$ cat config.mk
export PLATFORM = sky130hd
export DESIGN_NAME = ids_temp_seq
export DESIGN_NICKNAME = d
export VERILOG_FILES = /design/src/rtl/ids_temp_seq_pkg.sv /design/src/rtl/ids_temp_clamp.sv /design/src/rtl/ids_temp_seq.sv
export SDC_FILE = /design/constraint.sdc
export NUM_CORES = 1
export LEC_CHECK = 0
export CAP_MARGIN = 0
export CELL_PAD_IN_SITES_DETAIL_PLACEMENT = 1
export CELL_PAD_IN_SITES_GLOBAL_PLACEMENT = 2
export CORE_ASPECT_RATIO = 0.7
export CORE_MARGIN = 1.5
export CORE_UTILIZATION = 30
export CTS_CLUSTER_SIZE = 16
export DETAILED_ROUTE_END_ITERATION = 12
export DONT_BUFFER_PORTS = 1
export PLACE_DENSITY_LB_ADDON = 0.1
export SLEW_MARGIN = 0
export SYNTH_ARGS = -nofsm -noshare
export SYNTH_HDL_FRONTEND = slang
export SYNTH_HIERARCHICAL = 1
export SYNTH_SLANG_ARGS = --single-unit
$ cat constraint.sdc
create_clock -name clk -period 4.1 [get_ports clk]
set_clock_uncertainty 0.2 [all_clocks]
set_input_delay 0.205 -clock clk [delete_from_list [all_inputs] [get_ports clk]]
set_output_delay 0.205 -clock clk [all_outputs]
set_load 0.005 [all_outputs]
$ cat src/rtl/ids_temp_seq_pkg.sv
// Shared definitions for the Ids temperature sequencer: table bounds, state
// encoding and the float sign/magnitude range helpers.
package ids_temp_seq_pkg;

    localparam int FW = 32;

    localparam logic [FW-1:0] T_MIN_DEF = 32'h43888000;  // 273.0
    localparam logic [FW-1:0] T_MAX_DEF = 32'h43C78000;  // 399.0

    typedef enum logic [1:0] {
        IDLE  = 2'd0,
        FETCH = 2'd1,
        DRAIN = 2'd2,
        DONE  = 2'd3
    } state_t;

    // Positive IEEE-754 words order the same as their unsigned bit patterns,
    // so a plain integer compare works once negative values are split off.
    function automatic logic f_below(input logic [FW-1:0] w, input logic [FW-1:0] lo);
        return w[FW-1] || (w < lo);
    endfunction

    function automatic logic f_above(input logic [FW-1:0] w, input logic [FW-1:0] hi);
        return !w[FW-1] && (w > hi);
    endfunction

endpackage

$ cat src/rtl/ids_temp_clamp.sv
// Combinational range check of one temperature word. With IDS_TEMP_SEQ_CLAMP_EN
// defined, out-of-range words are replaced by the nearest table bound.
module ids_temp_clamp
    import ids_temp_seq_pkg::*;
#(
    parameter int               SINGLE = 32,
    parameter logic [SINGLE-1:0] T_MIN = T_MIN_DEF,
    parameter logic [SINGLE-1:0] T_MAX = T_MAX_DEF
) (
    input  logic [SINGLE-1:0] din,
    output logic [SINGLE-1:0] dout,
    output logic              oor
);

    logic below;
    logic above;

    always_comb begin
        below = f_below(din, T_MIN);
        above = f_above(din, T_MAX);
        oor   = below | above;
`ifdef IDS_TEMP_SEQ_CLAMP_EN
        dout  = below ? T_MIN : (above ? T_MAX : din);
`else
        dout  = din;
`endif
    end

endmodule

$ cat src/rtl/ids_temp_seq.sv
// Per-frame temperature fetch / Ids issue / result write-back sequencer.
// Optional clamping of out-of-range temperatures: define IDS_TEMP_SEQ_CLAMP_EN.
module ids_temp_seq
    import ids_temp_seq_pkg::*;
#(
    parameter int                SINGLE = 32,
    parameter int                N_CH   = 8,
    parameter logic [SINGLE-1:0] T_MIN  = T_MIN_DEF,
    parameter logic [SINGLE-1:0] T_MAX  = T_MAX_DEF
) (
    input  logic                     clk,
    input  logic                     rst,
    input  logic                     sta,
    output logic                     busy,
    output logic                     t_rd,
    output logic [$clog2(N_CH)-1:0]  t_addr,
    input  logic [SINGLE-1:0]        t_data,
    output logic                     ids_sta,
    output logic [SINGLE-1:0]        T_out,
    input  logic                     ids_done,
    input  logic [SINGLE-1:0]        ids_in,
    output logic                     wr_en,
    output logic [$clog2(N_CH)-1:0]  wr_addr,
    output logic [SINGLE-1:0]        wr_data,
    output logic [N_CH-1:0]          oor,
    output logic                     done_sig
);

    localparam int AW = $clog2(N_CH);
    localparam int CW = AW + 1;

    state_t            state_q, state_d;
    logic [AW-1:0]     t_addr_q, t_addr_d;
    logic              rd_vld_q, rd_vld_d;
    logic [AW-1:0]     rd_addr_q, rd_addr_d;
    logic [SINGLE-1:0] t_out_q, t_out_d;
    logic              ids_sta_q, ids_sta_d;
    logic [N_CH-1:0]   oor_q, oor_d;
    logic [CW-1:0]     ret_q, ret_d;
    logic              wr_en_q, wr_en_d;
    logic [AW-1:0]     wr_addr_q, wr_addr_d;
    logic [SINGLE-1:0] wr_data_q, wr_data_d;

    logic [SINGLE-1:0] clamp_dout;
    logic              clamp_oor;
    logic              sta_acc;
    logic              ret_acc;

    ids_temp_clamp #(
        .SINGLE (SINGLE),
        .T_MIN  (T_MIN),
        .T_MAX  (T_MAX)
    ) u_clamp (
        .din  (t_data),
        .dout (clamp_dout),
        .oor  (clamp_oor)
    );

    always_comb begin
        state_d   = state_q;
        t_addr_d  = t_addr_q;
        ret_d     = ret_q;
        oor_d     = oor_q;
        t_out_d   = t_out_q;
        wr_addr_d = wr_addr_q;
        wr_data_d = wr_data_q;

        sta_acc = (state_q == IDLE) && sta;
        // Results are only accepted while a frame is live and still owes writes.
        ret_acc = ids_done && ((state_q == FETCH) || (state_q == DRAIN)) && (ret_q < CW'(N_CH));

        case (state_q)
            IDLE:  if (sta) state_d = FETCH;
            FETCH: begin
                if (t_addr_q == AW'(N_CH - 1)) begin
                    t_addr_d = '0;
                    state_d  = DRAIN;
                end else begin
                    t_addr_d = t_addr_q + 1'b1;
                end
            end
            DRAIN: if (ret_q == CW'(N_CH)) state_d = DONE;
            DONE:  state_d = IDLE;
            default: state_d = IDLE;
        endcase

        // Issue path: the word read in the previous cycle arrives now.
        rd_vld_d  = (state_q == FETCH);
        rd_addr_d = t_addr_q;
        ids_sta_d = rd_vld_q;
        if (rd_vld_q) begin
            t_out_d = clamp_dout;
            if (clamp_oor) oor_d[rd_addr_q] = 1'b1;
        end
        if (sta_acc) begin
            oor_d = '0;
            ret_d = '0;
        end else if (ret_acc) begin
            ret_d = ret_q + 1'b1;
        end

        // Return path, independent of the issue path.
        wr_en_d = ret_acc;
        if (ret_acc) begin
            wr_addr_d = ret_q[AW-1:0];
            wr_data_d = ids_in;
        end
    end

    always_ff @(posedge clk or negedge rst) begin
        if (!rst) begin
            state_q   <= IDLE;
            t_addr_q  <= '0;
            rd_vld_q  <= 1'b0;
            rd_addr_q <= '0;
            t_out_q   <= '0;
            ids_sta_q <= 1'b0;
            oor_q     <= '0;
            ret_q     <= '0;
            wr_en_q   <= 1'b0;
            wr_addr_q <= '0;
            wr_data_q <= '0;
        end else begin
            state_q   <= state_d;
            t_addr_q  <= t_addr_d;
            rd_vld_q  <= rd_vld_d;
            rd_addr_q <= rd_addr_d;
            t_out_q   <= t_out_d;
            ids_sta_q <= ids_sta_d;
            oor_q     <= oor_d;
            ret_q     <= ret_d;
            wr_en_q   <= wr_en_d;
            wr_addr_q <= wr_addr_d;
            wr_data_q <= wr_data_d;
        end
    end

    assign busy     = (state_q != IDLE);
    assign t_rd     = (state_q == FETCH);
    assign done_sig = (state_q == DONE);
    assign t_addr   = t_addr_q;
    assign ids_sta  = ids_sta_q;
    assign T_out    = t_out_q;
    assign oor      = oor_q;
    assign wr_en    = wr_en_q;
    assign wr_addr  = wr_addr_q;
    assign wr_data  = wr_data_q;

endmodule

* Word-level counts from Yosys, hierarchy flattened
Cells that the tools add are included.
** Operators by class
- $add $sub $neg :: 2
- Magnitude comparators :: 5
- Equal/unequal tests :: 8
- Mux-type cells :: 12
- Bitwise gates (word level) :: 2
- Reductions and logical operators :: 15
** Operators with widths (count)
- $gt A32 B31 Y1 const B :: 1
- $lt A32 B31 Y1 const B :: 1
- $mux W8 :: 3
- $mux W4 :: 2
- $or A8 B8 Y8 :: 1
- $pmux W2 S4 :: 1
- $reduce_bool A2 Y1 :: 4
- $mux W2 :: 3
- $logic_and A1 B1 Y1 :: 5
- $add A4 B1 Y4 const B :: 1
- $eq A2 B2 Y1 const B :: 2
- $eq A4 B4 Y1 const B :: 1
- $lt A3 B4 Y1 const B :: 1
- $lt A4 B4 Y1 const B :: 1
- $ne A2 B1 Y1 const B :: 2
- $add A3 B1 Y3 const B :: 1
- $demux W1 S3 :: 1
- $eq A3 B3 Y1 const B :: 1
- $ge A3 B1 Y1 const B :: 1
- $mux W3 :: 1
- $reduce_and A3 Y1 :: 1
- $eq A2 B1 Y1 const B :: 1
- $logic_not A2 Y1 :: 1
- $logic_or A1 B1 Y1 :: 2
- other kinds (5) :: 5
** Storage, ports and cells
- Register bits :: 90
- Input port bits :: 68
- Output and inout port bits :: 83
- Logic and storage cells :: 55

* Depth between registers and ports, before layout
Gate-level depths: netlist (run 1).
- Word-level depth :: 8
- Mapped depth :: 7

* Cells and area by module
Netlist (run 1), hierarchy kept.
** Modules (own cells, without submodules)
- ids_temp_seq :: instances 1, cells each 228, area an instance 3453.3 µm², sequential area each 2252.2 µm²
- ids_temp_clamp :: instances 1, cells each 48, area an instance 369.1 µm², sequential area each 0.0 µm²

* Least setup slack after synthesis (run 1)
OpenSTA, ideal clock, no wires.
- Path kind :: input to register
- Start :: in t_data[9]
- End :: reg oor_q[7] (netlist: oor[7])
- Data arrival time :: 1.566 ns
- Required time :: 3.768 ns
- Setup slack :: 2.202 ns
- Stages on the path :: 7
- Buffers on the path :: 0
- Cells stage by stage :: or4_4 -> nor4_2 -> nand4_1 -> a31o_1 -> and3_1 -> a31oi_1 -> nor2_1
** Between the ends
- Word-level cells in the longest chain between the ends :: 5
** RTL lines
- start, declared :: RTL line ids_temp_seq.sv:17 : input logic [SINGLE-1:0] t_data,
- $lt A32 B31 Y1 or $gt A32 B31 Y1 (tied branches) :: RTL line ids_temp_seq_pkg.sv:20, ids_temp_seq_pkg.sv:24
- $logic_or A1 B1 Y1 or $logic_and A1 B1 Y1 (tied branches) :: RTL line ids_temp_seq_pkg.sv:20, ids_temp_seq_pkg.sv:24
- $or A1 B1 Y1 * :: RTL line ids_temp_clamp.sv:21 : oor = below | above;
- net clamp_oor :: RTL line ids_temp_seq.sv:45 : logic clamp_oor;
- $reduce_bool A2 Y1 (no line) *
- $reduce_and A2 Y1 (no line) *
- end signal, assigned :: RTL line ids_temp_seq.sv:130 : oor_q <= oor_d;
- end, declared :: RTL line ids_temp_seq.sv:38 : logic [N_CH-1:0] oor_q, oor_d;
Mark *: on every way through the listed nets, which the timed path passes. The rest lies on a longest branch.
A chain may end at the register's enable or synchronous reset.

* Final worst setup path (run 1)
- Start :: reg state_q[0]
- End :: reg wr_data_q[9] (netlist: wr_data[9])
** Between the ends
- Word-level cells in the longest chain between the ends :: 4
** RTL lines
- start, declared :: RTL line ids_temp_seq.sv:32 : state_t state_q, state_d;
- start signal, assigned :: RTL line ids_temp_seq.sv:124 : state_q <= state_d;
- $eq A2 B1 Y1 or $eq A2 B2 Y1 (tied branches) :: RTL line ids_temp_seq.sv:70 : ret_acc = ids_done && ((state_q == FETCH) || (state_q == DRAIN)) && (ret_q < CW'(N_CH));
- $logic_or A1 B1 Y1 * :: RTL line ids_temp_seq.sv:70
- $logic_and A1 B1 Y1 * (2 in series) :: RTL line ids_temp_seq.sv:70
- end signal, assigned :: RTL line ids_temp_seq.sv:134 : wr_data_q <= wr_data_d;
- end, declared :: RTL line ids_temp_seq.sv:42 : logic [SINGLE-1:0] wr_data_q, wr_data_d;
Mark *: on every way between the ends. The rest lies on a longest branch, timed or not.

==> results of run 1 <==
-- Yosys cell counts (all sizes together), types with 2 or more instances --
master / n
nor2b: 2
nor2: 16
nand2: 3
a31oi: 3
o21ai: 2
ha: 9
nor3: 2
nand4: 3
a21oi: 6
dfrtp: 90
inv: 8
buf: 40
nand3b: 2
and3: 2
nor4: 5
mux2: 69
-- cells by family (layout without fill, tap and decap cells) --
kind of cell / Yosys count / count (layout) / synth area share (%)
AO/OA/AOI/OAI: 17 / 17 / 2.88
XOR/XNOR: 2 / 2 / 0.458
multiplexers: 70 / 70 / 20.6
AND/OR/NAND/NOR: 39 / 39 / 5.99
buffers and inverters: 49 / 95 / 8.22
adder cells (fa/ha/maj): 9 / 9 / 2.95
flip-flops: 90 / 90 / 58.9
-- registers in the layout (all words and copies together) (netlist names), 2 cells and up --
name / flops
wr_addr: 3
t_addr: 3
oor: 8
ret_q: 4
T_out: 32
state_q: 2
rd_addr_q: 3
wr_data: 32
-- final cells by class --
type,count,area share [%]
Clock inverter,5,1.13
Multi-Input combinational cell,137,26.4
Clock buffer,11,5.10
Tap cell,162,4.26
Timing Repair Buffer,71,15.1
Sequential cell,90,47.3
Inverter,8,0.631
-- metal layers --
| layer | GRT usage, % | share of wire [%] | vias up |
|---|---|---|---|
| met5 | 0 | 0 | - |
| met4 | 4.25 | 1.3 | 0 |
| met3 | 5.84 | 8.6 | 7 |
| met2 | 21.2 | 47 | 79 |
| met1 | 16.2 | 43 | 1115 |
| li1 | - | - | 1014 |
-- critical path: cells and delay by family, from the launching register on --
family	cells	cell delay (ns)
multiplexers	1	0.29
buffers and inverters	2	0.55
flip-flops	1	0.39
AND/OR/NAND/NOR	1	0.61
adder cells (fa/ha/maj)	1	0.35
-- metrics by stage --
step | hold slack, ns | total power (W) | setup WS (ns) | instances
after floorplan | -0.291 | 0.00248 | 2.20 | 276
after global placement | -0.289 | 0.00270 | 1.57 | 400
after detailed placement | -0.289 | 0.00275 | 1.53 | 400
after CTS | 0.186 | 0.00367 | 1.52 | 484
after global routing | 0.201 | 0.00386 | 1.39 | 484
final | 0.180 | 0.00358 | 1.57 | 484
-- power breakdown --
group | leakage [nW] | total (W) | internal, W | switching [W]
sequential | 1.08 | 0.00171 | 0.00134 | 0.000371
combinational | 0.812 | 0.00105 | 0.000613 | 0.000438
clock | 0.149 | 0.000818 | 0.000487 | 0.000331
total | 2.04 | 0.00358 | 0.00244 | 0.00114
-- worst paths after layout --
path,start,end
worst max-delay path,state_q[0],wr_data[9]
worst min-delay path,ids_sta_d,ids_sta
worst max register to register,state_q[0],wr_data[9]
worst min register to register,ids_sta_d,ids_sta
max in group asynchronous,rst,T_out[18]
min in group asynchronous,rst,T_out[26]
==> results.md, run 1 <==
* Status: complete, no violations
* Number of global-route vias before repair at 2552
* Fin crit share at 61.6%
* Vias at 2215
* GP Congestion at 0.674
* Syn avg cell area at 13.8 um2
* Final Max Tran Viols at 0
* Pin count of the biggest net entering global routing at 91
* Chip width at 138 um
* Max Freq at 0.396 GHz
* Startpoint Class: flip-flop
* Setup violators final at 0
* CTS buffer count at 9
* CP Class: reg2reg
* Ys Warns at 6
* Number of buffers added on ports at 0
* Cell Pwr Density at 753 nW/um2
* FFs w/ async S/R, synth at 100%
* Fill count at 1283
* Hold_buf cts at 68
* Post-Syn Instances at 276
* CTS max path bufs at 2
* Tmin final at 2.53 ns
* Root Buffer: clkbuf_16
* Most frequent cells in the layout: dfrtp_1, dlygate4sd3_1, mux2_2, nor2_1
* Post-DP Area at 3760 um2
* Sequential area share after synthesis at 58.9%
* Post-synth top area cell: dfrtp_1
* Mapped Nets at 353
* Synth cell types at 33
* P&R area growth vs syn at 24.5%
* Hold depth at 0
* Worst min-delay path category: reg2reg
* Reg2reg path depth at 5
* First-pass GRT wire length at 13600 um
* Core Area at 12400 um2
* Pleak at 2.04 nW
* Core Util, Final at 38.3%
* Max stage delay on crit path at 0.61 ns
* TritonRoute pass-1 iters at 4
* Antenna violations before repair at 0
* Layout cells sized above 1 at 27.3%
* Fin area at 4760 um2
* WP data required at 4.11 ns
* Commonest non-fill, non-tap cell in the layout: dfrtp_1
* Post-CTS setup buffer count at 0
* Max cap viols at 0
* CTS tree: yes
* Register Area at 2250 um2
* # diodes at 0
* Worst Tran Pin Value at 0.882 ns
* Worst vdd ir at 0.000388 V
* RSZ-0062 raised after global routing: false
* DR iter-0 viols at 54
* Initial Util at 30.8%
* WP data arrival at 2.54 ns
* Layout net count at 394
* Register bit total from synthesis at 90
* Share of the synthesized area in the top cell type at 58.9%
* CP max stage cell: nand3b_1
* Global route total overflow at 0
* HPWL after DPL at 5740 um
* Wirelength per Cell at 17.9 um
* Main synth FF type: dfrtp_1
* Die H at 97.4 um
* Crit Path Max Fanout at 19
* Mapped Area at 3820 um2
* Routed wire length at 8680 um
* CTS sink count at 90
* Core Rows at 34
* EDFF count, synth at 0
* IO Count at 151
* Clk_lat worst skew at 0.33 ns
* Critical path capture point type: flip-flop
* Routed Antenna Nets at 0
* Final hold vios at 0
* Worst path cell trace: inv_1, ha_1, nand3b_1, buf_4, mux2_2
* Synth top area cells: dfrtp_1, mux2_2, buf_4, ha_1, nor2_1
* Setup TNS at 0 ns
* Area of the multi-input gates at 1260 um2
* Slew HR at 41.0%
* Drt drc at 0
* # resized after CTS at 0
* H-tree levels at 3
* Reg2reg setup slack at 1.57 ns
* Via density at 4.58
* Clock-pin slew on the worst setup and hold paths at 0.06 ns
* Total GRT Usage at 13.4%
* Die area at 13400 um2
(Power assumes the default switching activity.)
==> run 2, diff against run 1 <==
ABC_AREA = 1   (was unset)
clock period = 2.2 ns   (was 4.1 ns; I/O delays follow)
==> results.md, run 2 <==
* Max Freq at 0.492 GHz
* Number of global-route vias before repair at 2994
* Initial Util at 30.7%
* GP Congestion at 0.708
* Ys Warns at 6
* Setup violators final at 0
* Root Buffer: clkbuf_16
* Post-synth top area cell: dfrtp_1
* Fill count at 1456
* Most frequent cells in the layout: nand2_1, dfrtp_1, dlygate4sd3_1, nor2_1, mux2_2
* Pin count of the biggest net entering global routing at 91
* WP data arrival at 2.06 ns
* Routed wire length at 9660 um
* Drt drc at 0
* Number of buffers added on ports at 0
* Slew HR at 77.3%
* Commonest non-fill, non-tap cell in the layout: nand2_1
* Hold_buf cts at 67
* HPWL after DPL at 6420 um
* First-pass GRT wire length at 16000 um
* Fin crit share at 92.4%
* Reg2reg setup slack at 0.17 ns
* EDFF count, synth at 0
* Tmin final at 2.03 ns
* Most frequent cell after synthesis: nand2_1
* Share of the synthesized area in the top cell type at 56.1%
* Antenna violations before repair at 0
* Area fraction in compound gates after synthesis at 1.99%
* Die area at 14100 um2
* RSZ-0062 raised after global routing: false
* Post-Synth Adder-Cell Area at 2.80%
* CTS max path bufs at 2
* Switching fraction of total power at 35.7%
* # diodes at 0
* Synth cell count leaders: nand2_1, dfrtp_1, buf_4, nor2_1, mux2_2
* WP data required at 2.23 ns
* Crit Path Max Fanout at 4
* Final hold vios at 90
* Register bit total from synthesis at 90
* Critical path capture point type: flip-flop
* Proportion of synthesized area in mux cells at 8.97%
* Net Switching at 0.00235 W
* Mapped Area at 4020 um2
* FFs w/ async S/R, synth at 100%
* Main synth FF type: dfrtp_1
* Final cell count without fillers at 618
* Failing checks: negative hold slack
* Wirelength per Cell at 15.6 um
* Comb power frac at 29.3%
* Syn avg cell area at 9.84 um2
* Post-synthesis simple-gate area fraction at 19.2%
* DR iter-0 viols at 117
* Core Area at 13100 um2
* Setup TNS at 0 ns
* Post-CTS setup buffer count at 0
* CTS sink count at 90
* Pint at 0.00424 W
* Chip width at 141 um
* Placed insts at 535
* Layout cells sized above 1 at 14.2%
* H-tree levels at 3
* Worst hold slack at -0.735 ns
* Post-Synth XOR/XNOR Area at 0.218%
* Status: finished, violations left
* Worst vdd ir at 0.000466 V
* Clk_lat worst skew at 0.33 ns
* Worst Tran Pin Value at 0.340 ns
* Startpoint Class: flip-flop
* P&R area growth vs syn at 22.5%
* Largest family of logic cells by synthesized area: simple AND/OR/NAND/NOR gates
* Layout net count at 524
* Final Max Tran Viols at 0
* Max cap viols at 0
* Core Rows at 35
* Mapped Nets at 485
* Worst min-delay path category: in2async
* Sequential power share at 47.0%
* TritonRoute pass-1 iters at 3
* Clk pwr share at 23.6%
* Synth top area cells: dfrtp_1, nand2_1, mux2_2, buf_4, nor2_1
* Global route total overflow at 0
* Die H at 99.8 um
* Cell Pwr Density at 1340 nW/um2
* CTS tree: yes
* Routed Antenna Nets at 0
* Clock-pin slew on the worst setup and hold paths at 0.07 ns
* Via density at 4.49
* Pleak at 2.37 nW
* Synth cell types at 21
* CP Class: reg2reg
* Sequential area share after synthesis at 56.1%
* CTS buffer count at 9
* IO Count at 151
* Total GRT Usage at 14.5%
* Vias at 2774
* Post-Syn Instances at 408
run 2: layout make-up:
cell class | count | area [um2] | area share (%)
Tap cell | 166 | 208 | 4.22
Inverter | 25 | 93.8 | 1.91
Multi-Input combinational cell | 250 | 1340 | 27.2
Clock buffer | 9 | 225 | 4.58
Timing Repair Buffer | 71 | 726 | 14.8
Clock inverter | 7 | 77.6 | 1.58
Sequential cell | 90 | 2250 | 45.8
run 2: kinds of logic after synthesis:
| kind of cell | count (synthesis) |
|---|---|
| muxes | 32 |
| xor gates and xnor gates | 1 |
| buffers and inverters | 68 |
| and+or+nand+nor | 192 |
| adders and majority gates | 9 |
| DFF | 90 |
| AOI/OAI and AO/OA | 16 |
run 2: repair_timing:
item	in CTS	in global routing
endpoints found under the hold margin	161	90
gates resized for setup	0	1
setup endpoints to repair	0	3
run 2: path summary, 6_finish.rpt:
| check | from | end | depth (start not counted) |
|---|---|---|---|
| setup / recovery | state_q[0] | ret_q[3] | 7 |
| hold / removal | rst | wr_data[8] | 0 |
| max in group asynchronous | rst | T_out[15] | 0 |
| setup reg to reg | state_q[0] | ret_q[3] | 7 |
| hold reg to reg | t_addr[2] | rd_addr_q[2] | 0 |
| min in group clk | t_data[31] | oor[2] | 6 |
run 2: metrics by stage:
stage | worst slack, ns | total power (W) | area [um2] | util, %
floorplan | 0.600 | 0.00453 | 4020 | -
global placement | 0.243 | 0.00494 | 3940 | 30.1
detailed placement | 0.158 | 0.00503 | 3940 | 30.1
CTS | 0.160 | 0.00673 | 4910 | 37.5
global route | 0.0212 | 0.00719 | 4920 | 37.6
finish | 0.167 | 0.00659 | 4920 | 37.6
run 2: routing by layer:
metal	track usage (%)	vias up	part of all wire, %
li1	-	1328	-
met1	18.8	1359	46
met2	22.9	79	46
met3	5.25	8	6.9
met4	3.85	0	1.1
met5	0	-	0
run 2: critical path, stage by stage (launching register included):
cell and delay [ns]:
dfrtp_1 0.40, inv_1 0.10, ha_1 0.32, nand2_1 0.14
inv_2 0.08, nand4_1 0.09, dlygate4sd3_1 0.55, nand2_1 0.05
run 2: power groups by stage:
stage               Sequential, W  Combinational [W]  Clock [W]
finish                    0.00310            0.00193    0.00156
global route              0.00322            0.00227    0.00170
CTS                       0.00313            0.00197    0.00163
detailed placement        0.00315            0.00187          0
global placement          0.00314            0.00180          0
floorplan                 0.00292            0.00161          0
